**src/rtl/reg_file_dumper.sv**
```systemverilog
// Register-file dump engine: walks an inclusive, optionally wrapping address
// range on the asynchronous read port and streams {address, word} pairs out.
module reg_file_dumper #(
    parameter int depth = 4,
    parameter int width = 32
) (
    input  logic             clk,
    input  logic             clr_n,
    input  logic             start,
    input  logic             abort,
    input  logic [depth-1:0] first_addr,
    input  logic [depth-1:0] last_addr,
    output logic [depth-1:0] r_addr,
    input  logic [width-1:0] r_data,
    output logic [width-1:0] out_data,
    output logic [depth-1:0] out_addr,
    output logic             out_valid,
    input  logic             out_ready,
    output logic             busy,
    output logic             done
);

    typedef enum logic [1:0] {
        ST_IDLE  = 2'd0,
        ST_FETCH = 2'd1,
        ST_SEND  = 2'd2,
        ST_DONE  = 2'd3
    } state_t;

    localparam logic [depth-1:0] addr_zero = {depth{1'b0}};
    localparam logic [depth-1:0] addr_one  = {{(depth-1){1'b0}}, 1'b1};
    localparam logic [width-1:0] data_zero = {width{1'b0}};

    state_t             state_r, state_s;
    logic [depth-1:0]   cur_addr_r, cur_addr_s;
    logic [depth-1:0]   end_addr_r, end_addr_s;
    logic [width-1:0]   out_data_r, out_data_s;
    logic [depth-1:0]   out_addr_r, out_addr_s;
    logic               out_valid_r, out_valid_s;
    logic               busy_r, busy_s;
    logic               done_r, done_s;

    // Next-state, datapath and output-flag decode; flags follow the next state
    // so that every output comes straight from a flop.
    always_comb begin
        state_s    = state_r;
        cur_addr_s = cur_addr_r;
        end_addr_s = end_addr_r;
        out_data_s = out_data_r;
        out_addr_s = out_addr_r;

        case (state_r)
            ST_IDLE: begin
                if (start) begin
                    cur_addr_s = first_addr;
                    end_addr_s = last_addr;
                    state_s    = ST_FETCH;
                end else begin
                    state_s    = ST_IDLE;
                end
            end
            ST_FETCH: begin
                if (abort) begin
                    state_s    = ST_IDLE;
                end else begin
                    out_data_s = r_data;
                    out_addr_s = cur_addr_r;
                    state_s    = ST_SEND;
                end
            end
            ST_SEND: begin
                // abort wins over a handshake in the same cycle
                if (abort) begin
                    state_s = ST_IDLE;
                end else if (out_ready) begin
                    if (cur_addr_r == end_addr_r) begin
                        state_s    = ST_DONE;
                    end else begin
                        cur_addr_s = cur_addr_r + addr_one;
                        state_s    = ST_FETCH;
                    end
                end else begin
                    state_s = ST_SEND;
                end
            end
            ST_DONE: begin
                state_s = ST_IDLE;
            end
            default: begin
                state_s = ST_IDLE;
            end
        endcase

        busy_s      = (state_s != ST_IDLE);
        out_valid_s = (state_s == ST_SEND);
        done_s      = (state_s == ST_DONE);
    end

    // State, address, captured word and output flag registers.
    always_ff @(posedge clk or negedge clr_n) begin
        if (!clr_n) begin
            state_r     <= ST_IDLE;
            cur_addr_r  <= addr_zero;
            end_addr_r  <= addr_zero;
            out_data_r  <= data_zero;
            out_addr_r  <= addr_zero;
            out_valid_r <= 1'b0;
            busy_r      <= 1'b0;
            done_r      <= 1'b0;
        end else begin
            state_r     <= state_s;
            cur_addr_r  <= cur_addr_s;
            end_addr_r  <= end_addr_s;
            out_data_r  <= out_data_s;
            out_addr_r  <= out_addr_s;
            out_valid_r <= out_valid_s;
            busy_r      <= busy_s;
            done_r      <= done_s;
        end
    end

    assign r_addr    = cur_addr_r;
    assign out_data  = out_data_r;
    assign out_addr  = out_addr_r;
    assign out_valid = out_valid_r;
    assign busy      = busy_r;
    assign done      = done_r;

endmodule
```
**config.mk**
```make
export PLATFORM = sky130hd
export DESIGN_NAME = reg_file_dumper
export DESIGN_NICKNAME = d
export VERILOG_FILES = /design/src/rtl/reg_file_dumper.sv
export SDC_FILE = /design/constraint.sdc
export NUM_CORES = 1
export LEC_CHECK = 0
export CORE_MARGIN = 5
export CORE_UTILIZATION = 42
export CTS_CLUSTER_SIZE = 40
export DETAILED_ROUTE_END_ITERATION = 10
export PLACE_DENSITY = 0.77
export SLEW_MARGIN = 20
export SYNTH_ARGS = -nofsm -noshare
export SYNTH_HDL_FRONTEND = slang
export SYNTH_SLANG_ARGS = --single-unit
```
**constraint.sdc**
```tcl
create_clock -name clk -period 1.79 [get_ports clk]
set_input_delay 0.179 -clock clk [delete_from_list [all_inputs] [get_ports clk]]
set_output_delay 0.179 -clock clk [all_outputs]
set_load 0.01 [all_outputs]
```
**Word-level counts from Yosys, hierarchy flattened**

Cells that the tools add are included.

- Register bits after elaboration: 49
- Bits of input ports: 45
- Logic and storage cells: 37

- Add/subtract/negate cells: 1
- Equality and inequality tests: 10
- Muxes and demuxes: 11
- Bitwise gates (word level): 1
- Reduce and logical (&&, ||, !) cells: 6

Operators with widths:

| kind | number |
|---|---|
| $mux W4 | 4 |
| $eq A2 B2 Y1 const B | 4 |
| $mux W2 | 4 |
| $ne A2 B2 Y1 const B | 4 |
| $pmux W2 S4 | 1 |
| $pmux W4 S2 | 1 |
| $reduce_and A5 Y1 | 1 |
| $add A4 B1 Y4 const B | 1 |
| $eq A4 B4 Y1 | 1 |
| $reduce_and A2 Y1 | 2 |
| $reduce_bool A2 Y1 | 2 |
| $eq A2 B1 Y1 const B | 1 |
| $logic_not A2 Y1 | 1 |
| $mux W1 | 1 |
| $not A1 Y1 | 1 |

**Logic depth before layout (Yosys ltp)**

Gate-level depths: netlist of the first run.

- Word-level depth: 6
- Depth in mapped cells: 4
- Gate-level depth less buffers: 4

**Least setup slack after synthesis of the first run**

No wires, ideal clock.

- Kind: reg-to-reg
- Start point: register cur_addr_r[0] (netlist: r_addr[0])
- End point: register cur_addr_r[1] (netlist: r_addr[1])
- Library setup time: 0.125 ns
- Data arrival time: 1.429 ns
- Data required time: 1.665 ns
- Setup slack: 0.236 ns
- Stages on the path, launching flop included: 5
- Path buffers: 0
- Clock period less this slack: 1.554 ns
- Cells stage by stage: dfrtp_1 > xnor2_1 > nand4_2 > a41o_1 > mux2_4

- Cells in the longest elaborated chain, start to end: 5
- Elaborated cells on any way between the ends: 8
- Classes of those cells: add/sub: 1; eq/ne: 2; mux: 4; reduce/logical: 1

Ends and longest elaborated chain:

| item | line | text |
|---|---|---|
| start, declared | 35 | `logic [depth-1:0] cur_addr_r, cur_addr_s;` |
| start signal, assigned | 103 | `cur_addr_r <= addr_zero;` |
| start signal, assigned | 112 | `cur_addr_r <= cur_addr_s;` |
| $add A4 B1 Y4 | 79 | `cur_addr_s = cur_addr_r + addr_one;` |
| $mux W4 | 76 | `if (cur_addr_r == end_addr_r) begin` |
| $mux W4 | 75 | `end else if (out_ready) begin` |
| $mux W4 | 73 | `if (abort) begin` |
| $pmux W4 S2 | 52 | `case (state_r)` |

Parallel ways exist; a longest one is shown, timed or not. The select of a mux whose other input is x is not followed.
A chain may end at the register's enable or synchronous reset.

**Worst setup path after layout of the first run**

- Start point: register cur_addr_r[2] (netlist: r_addr[2])
- End point: output port r_addr[2]

RTL lines:

| item | line | text |
|---|---|---|
| end, declared | 13 | `output logic [depth-1:0] r_addr,` |

No word-level cell between the ends.

==> metrics.md, run 1 <==
| Metric | Value |
|---|---|
| Outcome | `finished clean` |
| Largest net degree at the start of global routing | `37` |
| Number of distinct library cells after synthesis | `28` |
| GR Overflow Total | `0` |
| RR Endpoint | `out_data[28]` |
| Reg2reg setup slack | `0.22 ns` |
| Per-cell routed wire length | `16.0 µm` |
| Placer Congestion | `0.878` |
| CP arrival | `~1.4 ns` |
| Worst Slack Setup Final | `0.183 ns` |
| Synth cell count leaders | `dfrtp_1, mux2_2, a21oi_1, nand2_1` |
| Crit path kind | `register to output port` |
| Crit path max fanout | `6` |
| Post-Synthesis Cell Area | `2010 µm²` |
| Number of I/O port buffers | `87` |
| DPL Wire Length | `3620 µm` |
| Gr usage total | `between 15 and 20%` |
| P per Cell Area | `1380 nW/µm²` |
| Via count | `1492` |
| WP data required | `~1.6 ns` |
| Min Tclk post-route | `1.61 ns` |
| Crit. End Element | `output port` |
| Crit-path slowest cell | `clkdlybuf4s50_1` |
| CP cell instances | `buf_4 > clkdlybuf4s50_1` |
| Setup-failing EPs final | `0` |
| Top cells by area, synth | `dfrtp_1, mux2_2, xnor2_1` |
| Power Internal | `2980 µW` |
| Yosys reg bits | `49` |
| Fillcell total | `370` |
| Final ANT Viol Nets | `0` |
| DP Area | `3000 µm²` |
| Initial antenna violation count | `0` |
| Worst relative slew slack | `about three quarters` |
| Worst Tran Pin Value | `0.377 ns` |
| Worst-path clk slew | `0.10 ns` |
| Post-CTS Resized | `0` |
| Share of layout cells above drive strength 1 | `27.0%` |
| RR Startpoint | `state_r[1]` |
| Main synth FF type | `dfrtp_1` |
| H-tree levels | `2` |
| Logic gate share of total power | `43.6%` |
| Core ar. | `4690 µm²` |
| Warnings from Yosys | `0` |
| Sequential share of power | `around two fifths` |
| Multi-input logic area | `752 µm²` |
| CTS tree | `done` |
| Post-CTS Setup Bufs | `0` |
| Share of Yosys cell area claimed by the top area cell type | `60.9%` |
| Initial drt markers | `59` |
| Die height | `79.2 µm` |
| CTS root buf | `clkbuf_8` |
| Cell accounting for the most synthesized area | `dfrtp_1` |
| Ys async rst share | `100%` |
| CP max stage delay | `0.54 ns` |
| Setup TNS | `0 ns` |
| Period utilization | `89.8%` |
| Clock power share | `15.3%` |
| Worst vdd ir | `0.945 mV` |
| Switching pwr | `1290 µW` |
| Initial Utilization | `42.9%` |
| Sw frac | `30.1%` |
| FMAX | `0.622 GHz` |
| Critical Path Start | `r_addr[2]` |
| Clock Skews | `0.0110 ns` |
| Core Rows | `25` |
| Total Power | `4270 µW` |
| Mapped Cells | `135` |
| Pins over their slew limit | `0` |
| Vias in the first global route | `about 1500` |
| Design Area, Final | `3100 µm²` |
| Die ar. | `between 6000 and 7000 µm²` |
| Die Wd | `79.2 µm` |
| Clock insertion delay at the later pin of the skew report | `0.31 ns` |
| Final Hold Viols | `0` |
| Max-cap violations | `0` |
| Sequential-to-total area share from yosys stat | `60.9%` |
| Startpoint types | `register` |
| Largest delay share family, worst path | `buffers and inverters` |
| CTS sink cnt | `49` |
| RSZ-0062 raised after global routing | `no` |
| Pre-antenna DRT Iters | `4` |
| Syn_nets | `181` |
| Number of antenna diodes | `0` |
| Total wire length | `approximately 4600 µm` |
| Count leader, synth | `dfrtp_1` |
| Reg area | `roughly 1200 µm²` |
| Worst-case reg-to-reg path depth | `4` |
| Via/cell ratio | `5.13` |
| Place WS | `0.144 ns` |
| Synthesis-to-finish area growth | `54.2%` |
| Remaining DRCs | `0` |
| First-pass GRT wire length | `7560 µm` |
| Buffers & Inverters on Critical Path | `2` |
| TritonCTS buffer count | `5` |
| Min-delay worst type | `primary input to async pin` |
| Hold buffers post-CTS | `1` |
| Clk buf depth | `2` |
| Nets | `between 200 and 300` |
| Synth Area per Inst | `14.9 µm²` |
| # IOs | `88` |
| Number of flops mapped to enable cells by yosys | `0` |
| Leakage power | `0.00128 µW` |
[power groups by stage]
stage | sequential [µW] | clock (µW) | combinational [µW]
2_1_floorplan | 1960 | 0 | 590
3_5_place_dp | 1780 | 0 | 1880
6_report | 1760 | 651 | 1860
5_1_grt | 1820 | 721 | 1990
4_1_cts | 1760 | 679 | 1890
3_3_place_gp | 1760 | 0 | 1860
[cell type report]
class	count	area share, %
timing repair buffer	97	30.8
clock buffer	5	2.22
inverter	3	0.363
multi-input combinational	80	24.2
tap	54	2.18
clock inverter	3	0.685
sequential	49	39.5
[worst max path at each step]
stage	end	slack (ns)	cells after the start
2_1_floorplan	r_addr[1]	0.24	4
3_3_place_gp	out_data[6]	0.20	4
3_5_place_dp	r_addr[2]	0.14	5
4_1_cts	r_addr[2]	0.16	2
5_1_grt	r_addr[2]	0.10	2
6_report	r_addr[2]	0.18	2
[metrics by stage]
stage / instances / hold WS, ns / util, %
detailed placement: 282 / 0.124 / 64.0
global placement: 282 / 0.113 / 64.0
global route: 291 / 0.339 / 66.1
CTS: 291 / 0.321 / 66.1
floorplan: 135 / -0.117 / -
finish: 291 / 0.306 / 66.1
[cell families (layout without fill, tap and decap cells)]
kind of cell	count (synthesis)	count (layout)	synth area share, %
simple gates	18	18	5.91
xor+xnor	4	4	2.11
buf+inv	6	108	1.68
compound gates	15	15	5.10
mux	42	42	23.6
fa+ha+maj	1	1	0.622
flops	49	49	60.9
[sequential cells by signal (all words and copies together), names as in the netlist]
| signal | count |
|---|---|
| out_valid | 1 |
| busy | 1 |
| out_addr | 4 |
| out_data | 32 |
| r_addr | 4 |
| done | 1 |
| state_r | 2 |
| end_addr_r | 4 |
[worst reg2reg max path, delay by kind of cell, from the launching register on]
| kind | cells | cell delay [ns] |
|---|---|---|
| flip-flops | 1 | 0.47 |
| buffers and inverters | 1 | 0.22 |
| multiplexers | 1 | 0.38 |
| AND/OR/NAND/NOR | 2 | 0.40 |
[per-layer routing]
layer | GRT usage, % | part of all wire (%) | vias up
li1 | - | - | 683
met1 | 22.5 | 46 | 716
met2 | 23.0 | 43 | 86
met3 | 5.44 | 9.9 | 7
met4 | 3.61 | 1.0 | 0
met5 | 0 | 0 | -
[layout by cell type, fill, tap and decap left out, types with 2 or more instances in the layout]
| cell | n |
|---|---|
| nand2_1 | 5 |
| nand2b_1 | 3 |
| buf_4 | 8 |
| clkbuf_8 | 5 |
| o21ai_0 | 2 |
| o22ai_1 | 2 |
| xnor2_1 | 3 |
| dfrtp_1 | 49 |
| nor2_1 | 3 |
| inv_1 | 3 |
| clkdlybuf4s50_1 | 86 |
| a21oi_1 | 5 |
| mux2_2 | 40 |
Note: power is estimated with default switching activity, not from simulation.
==> run 2: changes to the inputs <==
--- a/config.mk
+++ b/config.mk
@@ -6,11 +6,11 @@
 export NUM_CORES = 1
 export LEC_CHECK = 0
 export CORE_MARGIN = 5
-export CORE_UTILIZATION = 42
+export CORE_UTILIZATION = 50
 export CTS_CLUSTER_SIZE = 40
 export DETAILED_ROUTE_END_ITERATION = 10
-export PLACE_DENSITY = 0.77
-export SLEW_MARGIN = 20
+export DONT_BUFFER_PORTS = 1
+export PLACE_DENSITY = 0.62
 export SYNTH_ARGS = -nofsm -noshare
 export SYNTH_HDL_FRONTEND = slang
 export SYNTH_SLANG_ARGS = --single-unit
==> run 2 against run 1 <==
  * Combinational power down 55%
  * Power fell by 15%
  * Clock power up 21%
  * Cell area down 26%
  * First-iteration DRC count increased by 75%
  * Largest power group is now registers
  * Critical path type is now register to register
  * Count of clock-buffer cells in the layout is 2 higher
==> metrics.md, run 2 (synthesis gave the netlist of run 1 again) <==
| Metric | Value |
|---|---|
| Number of antenna diodes | `0 (unchanged)` |
| Final ANT Viol Nets | `0 (unchanged)` |
| Setup-failing EPs final | `0 (unchanged)` |
| Sw frac | `31.7% (was 30.1%)` |
| CTS sink cnt | `49 (unchanged)` |
| Via/cell ratio | `5.69 (was 5.13)` |
| Max reg flops | `32 (unchanged)` |
| FMAX | `0.613 GHz (was 0.622 GHz)` |
| Crit-path slowest cell | `dfrtp_1 (was clkdlybuf4s50_1)` |
| Outcome | `finished clean (unchanged)` |
| Setup TNS | `0 ns (unchanged)` |
| Min-Delay Startpoint | `r_data[18]` |
| Placed cells | `190 (was 282)` |
| Leakage power | `0.000971 µW (was 0.00128 µW)` |
| Crit. End Element | `register (was output port)` |
| Core ar. | `3940 µm² (was 4690 µm²)` |
| P per Cell Area | `1580 nW/µm² (was 1380 nW/µm²)` |
| Worst-path clk slew | `0.08 ns (was 0.10 ns)` |
| Clk buf depth | `2 (unchanged)` |
| Gr usage total | `15.2% (was 15.7%)` |
| Placer Congestion | `0.741 (was 0.878)` |
| Die Wd | `73.4 µm (was 79.2 µm)` |
| Remaining DRCs | `0 (unchanged)` |
| Total wire length | `3890 µm (was 4650 µm)` |
| Worst vdd ir | `0.648 mV (was 0.945 mV)` |
| Critical Path Start | `state_r[1] (was r_addr[2])` |
| Synthesis-to-finish area growth | `13.7% (was 54.2%)` |
| Initial antenna violation count | `0 (unchanged)` |
| Period utilization | `91.2% (was 89.8%)` |
| Via count | `1143 (was 1492)` |
| Initial Utilization | `51.0% (was 42.9%)` |
| Startpoint types | `register (unchanged)` |
| Reg2reg setup slack | `0.16 ns (was 0.22 ns)` |
| Final Hold Viols | `0 (unchanged)` |
| RSZ-0062 raised after global routing | `no (unchanged)` |
| CTS tree | `done (unchanged)` |
| Logic gate share of total power | `23.3% (was 43.6%)` |
| Vias in the first global route | `1266 (was 1527)` |
| Hold buffers post-CTS | `3 (was 1)` |
| DPL Wire Length | `2940 µm (was 3620 µm)` |
| Core Rows | `23 (was 25)` |
| Max-cap violations | `0 (unchanged)` |
| Initial drt markers | `103 (was 59)` |
| Post-CTS Resized | `0 (unchanged)` |
| Final non-filler cell total | `201 (was 291)` |
| Commonest non-fill, non-tap cell in the layout | `dfrtp_1 (was clkdlybuf4s50_1)` |
| RR Startpoint | `state_r[1] (unchanged)` |
| Min Tclk post-route | `1.63 ns (was 1.61 ns)` |
| Largest net degree at the start of global routing | `50 (was 37)` |
| Share of layout cells above drive strength 1 | `41.1% (was 27.0%)` |
| CTS root buf | `clkbuf_8 (unchanged)` |
| Crit path kind | `register to register (was register to output port)` |
| TritonCTS buffer count | `5 (unchanged)` |
| Crit path max fanout | `6 (unchanged)` |
| Nets | `196 (was 282)` |
| CP arrival | `1.81 ns (was 1.43 ns)` |
| Min-delay worst type | `primary input to register (was primary input to async pin)` |
| Worst Tran Pin Value | `0.382 ns (was 0.377 ns)` |
| Die height | `73.4 µm (was 79.2 µm)` |
| Per-cell routed wire length | `19.4 µm (was 16.0 µm)` |
| Worst relative slew slack | `74.5% (was 74.9%)` |
| Worst Slack Setup Final | `0.158 ns (was 0.183 ns)` |
| H-tree levels | `2 (unchanged)` |
| Die ar. | `5390 µm² (was 6270 µm²)` |
| CP cell instances | `nor2b_1 > a41o_1 > mux2_4 (was buf_4 > clkdlybuf4s50_1)` |
| Clock insertion delay at the later pin of the skew report | `0.29 ns (was 0.31 ns)` |
| Commonest non-fill, non-tap cells in the layout | `dfrtp_1, mux2_2, buf_4 (was clkdlybuf4s50_1, dfrtp_1, mux2_2)` |
| Place WS | `0.195 ns (was 0.144 ns)` |
| Hold slack | `0.0312 ns (was 0.306 ns)` |
| WP data required | `1.97 ns (was 1.61 ns)` |
| Switching pwr | `1150 µW (was 1290 µW)` |
| Number of I/O port buffers | `0 (was 87)` |
| First-pass GRT wire length | `6210 µm (was 7560 µm)` |
| GR Overflow Total | `0 (unchanged)` |
| Clock power share | `21.8% (was 15.3%)` |
| Pre-antenna DRT Iters | `4 (unchanged)` |
| Power Internal | `2470 µW (was 2980 µW)` |
| CP max stage delay | `0.48 ns (was 0.54 ns)` |
| Sequential share of power | `54.8% (was 41.1%)` |
| Pins over their slew limit | `0 (unchanged)` |
| Util after Layout | `58.0% (was 66.1%)` |
| Post-CTS Setup Bufs | `0 (unchanged)` |
| Clock Skews | `0.00357 ns (was 0.0110 ns)` |
| # IOs | `88 (unchanged)` |
[run 2: cell type report]
type,instances,area (µm²)
fill,304,1650
tap,50,62.6
timing repair buffer,11,120
multi-input combinational,80,752
clock buffer,7,86.3
inverter,3,11.3
sequential,49,1230
clock inverter,1,30.0
[run 2: path summary, 6_finish.rpt]
check | to | cells past startpoint
setup / recovery | r_addr[1] | 3
hold reg to reg | end_addr_r[3] | 1
max in group asynchronous | r_addr[2] | 2
hold / removal | out_data[18] | 1
setup reg to reg | r_addr[1] | 3
min in group asynchronous | out_data[14] | 2
[run 2: critical path: cells and delay by family, from the launching register on]
kind	cells	cell delay, ns
muxes	1	0.31
AOI/OAI and AO/OA	1	0.34
and+or+nand+nor	1	0.39
DFF	1	0.48
[run 2: per-stage QoR]
step	total power (µW)	area, µm²
2_1_floorplan	2560	2010
3_3_place_gp	2800	2120
3_5_place_dp	2840	2120
4_1_cts	3690	2290
5_1_grt	3860	2290
6_report	3620	2290
[run 2: power by group through the flow]
stage / clock (µW) / combinational, µW / sequential [µW]
6_report: 790 / 844 / 1980
5_1_grt: 879 / 931 / 2050
4_1_cts: 827 / 858 / 2000
3_5_place_dp: 0 / 823 / 2020
3_3_place_gp: 0 / 794 / 2010
2_1_floorplan: 0 / 590 / 1960
[run 2: metal layers]
metal	vias to the layer above	global-route usage, %	wire (µm)
met1	557	16.9	1450
met4	0	4.83	36
li1	507	-	-
met5	-	0	0
met2	73	25.4	1900
met3	6	7.66	499
==> run 3: changes to the inputs <==
--- a/config.mk
+++ b/config.mk
@@ -5,6 +5,7 @@
 export SDC_FILE = /design/constraint.sdc
 export NUM_CORES = 1
 export LEC_CHECK = 0
+export CAP_MARGIN = 20
 export CORE_MARGIN = 5
 export CORE_UTILIZATION = 50
 export CTS_CLUSTER_SIZE = 40
==> results of run 3 <==
Same layout as run 2: the final DEF is identical, and so are final timing and power.
